`src/rtl/burst_trigger_gen.sv`:
```
// burst_trigger_gen: programmable burst sequencer for a gated-clock trigger.
// Lowers trigger (clock enabled) for 2*burst_len fastclk cycles, raises it
// for 2*gap_len cycles, and repeats for 'repeats' bursts.
// Optional feature macro: CONFIG_CONTINUOUS_EN (repeats=0 runs until abort).
module burst_trigger_gen #(
  parameter int CNT_W = 16,
  parameter int REP_W = 8
) (
  input  logic             fastclk,
  input  logic             reset_n,
  input  logic             start,
  input  logic             abort,
  input  logic [CNT_W-1:0] burst_len,
  input  logic [CNT_W-1:0] gap_len,
  input  logic [REP_W-1:0] repeats,
  output logic             trigger,
  output logic             busy,
  output logic             done,
  output logic [REP_W-1:0] burst_idx
);

`ifdef CONFIG_CONTINUOUS_EN
  localparam logic CONT_EN = 1'b1;
`else
  localparam logic CONT_EN = 1'b0;
`endif

  typedef enum logic [1:0] {S_IDLE, S_BURST, S_GAP} state_t;

  state_t           r_state, w_state_nxt;
  logic [CNT_W:0]   r_cnt, w_cnt_nxt;
  logic [CNT_W-1:0] r_blen, r_glen;
  logic [REP_W-1:0] r_reps;
  logic [REP_W-1:0] w_idx_nxt;
  logic             w_trig_nxt, w_done_nxt, w_latch;
  logic             w_start_ok, w_start_empty, w_last;
  logic [CNT_W:0]   w_burst_load, w_gap_load, w_new_load;

  // Counter loads: one slow period is two fastclk cycles, minus one for the load cycle
  assign w_burst_load = {r_blen, 1'b0} - 1'b1;
  assign w_gap_load   = {r_glen, 1'b0} - 1'b1;
  assign w_new_load   = {burst_len, 1'b0} - 1'b1;

  // A start runs only with a real burst length; repeats=0 runs only in continuous builds
  assign w_start_ok    = start && !abort && (burst_len != '0) && ((repeats != '0) || CONT_EN);
  assign w_start_empty = start && !abort && !w_start_ok;

  // Continuous mode (latched repeats=0) never reaches a last burst; idx wraps freely
  assign w_last = !(CONT_EN && (r_reps == '0)) && (burst_idx == REP_W'(r_reps - 1'b1));

  // Next-state and next-output logic
  always_comb begin
    w_state_nxt = r_state;
    w_cnt_nxt   = r_cnt;
    w_idx_nxt   = burst_idx;
    w_trig_nxt  = trigger;
    w_done_nxt  = 1'b0;
    w_latch     = 1'b0;
    case (r_state)
      S_IDLE: begin
        if (w_start_ok) begin
          w_latch     = 1'b1;
          w_state_nxt = S_BURST;
          w_cnt_nxt   = w_new_load;
          w_idx_nxt   = '0;
          w_trig_nxt  = 1'b0;
        end else if (w_start_empty) begin
          w_done_nxt  = 1'b1;
        end
      end
      S_BURST: begin
        if (r_cnt != '0) begin
          w_cnt_nxt = r_cnt - 1'b1;
        end else if (w_last) begin
          w_state_nxt = S_IDLE;
          w_trig_nxt  = 1'b1;
          w_done_nxt  = 1'b1;
        end else if (r_glen != '0) begin
          w_state_nxt = S_GAP;
          w_cnt_nxt   = w_gap_load;
          w_trig_nxt  = 1'b1;
        end else begin
          w_idx_nxt   = burst_idx + 1'b1;
          w_cnt_nxt   = w_burst_load;
        end
      end
      S_GAP: begin
        if (r_cnt != '0) begin
          w_cnt_nxt = r_cnt - 1'b1;
        end else begin
          w_state_nxt = S_BURST;
          w_idx_nxt   = burst_idx + 1'b1;
          w_cnt_nxt   = w_burst_load;
          w_trig_nxt  = 1'b0;
        end
      end
      default: begin
        w_state_nxt = S_IDLE;
        w_trig_nxt  = 1'b1;
      end
    endcase
    // Abort ends a run silently; in IDLE it changes nothing
    if (abort && (r_state != S_IDLE)) begin
      w_state_nxt = S_IDLE;
      w_cnt_nxt   = '0;
      w_idx_nxt   = '0;
      w_trig_nxt  = 1'b1;
      w_done_nxt  = 1'b0;
    end
  end

  // State, counter and registered outputs
  always_ff @(posedge fastclk or negedge reset_n) begin
    if (!reset_n) begin
      r_state   <= S_IDLE;
      r_cnt     <= '0;
      trigger   <= 1'b1;
      busy      <= 1'b0;
      done      <= 1'b0;
      burst_idx <= '0;
    end else begin
      r_state   <= w_state_nxt;
      r_cnt     <= w_cnt_nxt;
      trigger   <= w_trig_nxt;
      busy      <= (w_state_nxt != S_IDLE);
      done      <= w_done_nxt;
      burst_idx <= w_idx_nxt;
    end
  end

  // Configuration captured at start; later input changes do not affect the run
  always_ff @(posedge fastclk or negedge reset_n) begin
    if (!reset_n) begin
      r_blen <= '0;
      r_glen <= '0;
      r_reps <= '0;
    end else if (w_latch) begin
      r_blen <= burst_len;
      r_glen <= gap_len;
      r_reps <= repeats;
    end
  end

endmodule

```
`config.mk`:
```
export PLATFORM = sky130hd
export DESIGN_NAME = burst_trigger_gen
export DESIGN_NICKNAME = d
export VERILOG_FILES = /design/src/rtl/burst_trigger_gen.sv
export SDC_FILE = /design/constraint.sdc
export NUM_CORES = 1
export LEC_CHECK = 0
export ABC_AREA = 1
export CAP_MARGIN = 20
export CORE_MARGIN = 4
export CORE_UTILIZATION = 53
export DETAILED_ROUTE_END_ITERATION = 10
export PLACE_DENSITY = 0.78
export SLEW_MARGIN = 30
export SYNTH_ARGS = -nofsm -noshare
export SYNTH_HDL_FRONTEND = slang
export SYNTH_SLANG_ARGS = --single-unit
export TNS_END_PERCENT = 10
```
`constraint.sdc`:
```
create_clock -name fastclk -period 1.9 [get_ports fastclk]
set_clock_uncertainty 0.05 [all_clocks]
set_input_delay 0.475 -clock fastclk [delete_from_list [all_inputs] [get_ports fastclk]]
set_output_delay 0.475 -clock fastclk [all_outputs]
set_load 0.005 [all_outputs]
```
==> results of run 1 <==
-- timing repair --
item / 4_1_cts / 5_1_grt
gates cloned: 2 / 1
resized for setup: 60 / 104
pin swaps: 25 / 55
hold buffers: 0 / 0
setup buffers: 8 / 9
endpoints found under the setup margin: 78 / 68
-- cell usage after synthesis (all sizes together), types with 3 or more instances --
master,instances,area share
nor3,8,0.0072
dfrtp,69,0.31
nand3,81,0.087
xor2,30,0.047
a21oi,11,0.0099
inv,99,0.067
nand4,19,0.027
o21ai,65,0.060
nor4,7,0.0079
o211ai,7,0.0094
o21a,3,0.0040
clkbuf,12,0.0081
ha,10,0.022
nor2,104,0.081
mux2,10,0.027
xnor2,8,0.013
nand2,263,0.18
buf,7,0.011
-- layout make-up --
cell class	instances	area, sq um
multi-input combinational	640	3750
inverter	100	380
timing repair buffer	230	2010
fill	701	1990
sequential	70	1760
clock buffer	11	131
clock inverter	5	75.1
tap	136	170
-- power breakdown --
group | internal, W | total [W] | switching (W)
logic | 0.00353 | 0.00799 | 0.00445
clock network | 0.000734 | 0.00134 | 0.000609
registers | 0.00216 | 0.00285 | 0.000697
total | 0.00643 | 0.0122 | 0.00576
-- kinds of logic after synthesis --
logic type               Yosys count
AO/OA/AOI/OAI                     89
XOR/XNOR                          38
AND/OR/NAND/NOR                  491
flip-flops                        70
buffers and inverters            119
multiplexers                      10
adder cells (fa/ha/maj)           10
-- final timing paths --
check                      slack, ps  startpoint  depth (start not counted)           end
min                               40     reset_n                          1     r_glen[8]
min in group fastclk             380  repeats[2]                          3     r_reps[2]
min reg2reg                      420     trigger                          2       trigger
max in group asynchronous       1200     reset_n                          2      r_cnt[6]
max reg2reg                     -190   r_reps[0]                         13  burst_idx[5]
max                             -190   r_reps[0]                         13  burst_idx[5]
-- state kept, by name, summed over array words and instances, names as in the netlist, 2 cells and up --
name	count
r_reps	8
r_state	2
burst_idx	8
r_blen	16
r_cnt	17
r_glen	16
-- critical path: cells and delay by family (launching register included) --
family,cells,cell delay [ps]
buf+inv,2,200
xor+xnor,1,140
flops,1,370
simple gates,8,800
fa+ha+maj,1,260
compound gates,1,140
-- stage by stage --
step | utilization | hold WS (ps) | setup TNS (ps) | instances
after global routing | 0.806 | 71.2 | -11940 | 1192
after detailed placement | 0.729 | 433 | -39570 | 1158
final | 0.806 | 42.1 | -5930 | 1192
after CTS | 0.774 | 38.2 | -3240 | 1184
after global placement | 0.729 | 432 | -34350 | 1158
after floorplan | - | 129 | 0 | 827
-- layer usage --
metal | share of wire | GRT usage | up-vias
li1 | - | - | 3116
met1 | 0.39 | 0.378 | 3135
met2 | 0.48 | 0.541 | 386
met3 | 0.075 | 0.0647 | 106
met4 | 0.054 | 0.173 | 0
met5 | 0 | 0 | -
==> qor.yml, run 1 <==
power_w: 0.0122
cts-htree-levels: 3
core_area_sq_um: 10300
synth_top_family_by_area: "simple AND/OR/NAND/NOR gates"
rows: 37
ioPinCount: 55
synth.avg_cell_area_sq_um: 6.74
antenna_found_initial: 0
synth_adder_area_share: 0.0225
rsz0062_at_grt: "yes"
grt_first_pass_wirelength_mm: 31.6
post-place-ws_ps: -673
cpPeakStageDelay_ps: 370
status: "finished, violations left"
synth-seq-cells: 70
setup_ws_ps: -186
syn_nets: 881
powerDensity_nw_per_um2: 1470
syn_inst: 827
stdcell_area_sq_um: 8290
drtIter0Drc: 759
final_cell_mix: "222 x nand2_1, 160 x buf_4, 79 x inv_1"
die_width_um: 111
wl_mm: 20.7
clkLatencyLatePin_ps: 380
gp_congestion: 0.960
mappedNetlistArea_sq_um: 5570
dieArea_sq_um: 12200
dpl_cell_area_sq_um: 7490
drive_gt1_frac: 0.337
yosysWarnings: 0
cts_buffers: 9
cp_max_fo: 3
finalHoldViolCount: 0
synth_edf_count: 0
maxCapViolCount: 0
slowest_stage: "dfrtp_1"
vdd_ir_drop_max_uv: 924
cts_buffer_depth: 2
antennaDiodeCount: 0
worst_ep_arrival_time_ps: 2290
grt_pass1_vias: 6713
hp-class: "in2async"
worstPathRequired_ps: 2110
root_buffer: "clkbuf_8"
synth-compound-area-share: 0.0872
postSynth.asyncResetShare: 1.00
setup_viol: 56
period_minus_slack_ps: 2090
vias_per_cell: 5.66
yosysSeqAreaShare: 0.315
hpwl_mm: 14.7
crit_path_end_kind: "flip-flop"
worst-setup-path-type: "reg2reg"
vias: 6743
p_leak_nw: 4.08
clk_pin_slew_worst_paths_ps: 80
drc: 0
slew_violations: 0
fmax_ghz: 0.479
final.period_utilization: 1.10
cp-start-kind: "flip-flop"
syn_to_final_growth_pct: 48.7
worstMarginPinSlew_ps: 582
globalRouteOverflowTotal: 0
synth_cell_type_count: 41
fp.dieH_um: 111
slew_headroom: 0.612
synthSimpleGateAreaFrac: 0.402
synth_mux_area_frac: 0.0270
grt_start_max_net_pins: 27
dr.pass1.iters: 6
cts_sinks: 70
avgRoutedWirePerCell_um: 17.3
portBuffers: 54
crit_chain: "inv_2 > ha_4 > xor2_1 > nand2_1 > a21oi_2 > nand3_1 > nor2_2 > nand3_1 > nand2_2 > nand2_4 > buf_4 > nand4_1 > nand2_1"
gr-usage-all-layers: 0.319
violations: "setup timing"
final_common_cell: "nand2_1"
fin_nets: 1105
start_util: 0.542
ant_nets: 0
synth_ff_type: "dfrtp_1"
cts_tree: "yes"
synth_xor_area_frac: 0.0597
Power figures use the tool's default switching activity.
==> run 2: changes to the inputs <==
SLEW_MARGIN = 25   (was 30)
==> results of run 2 <==
Final layout, timing and power as in run 1 (identical DEF).
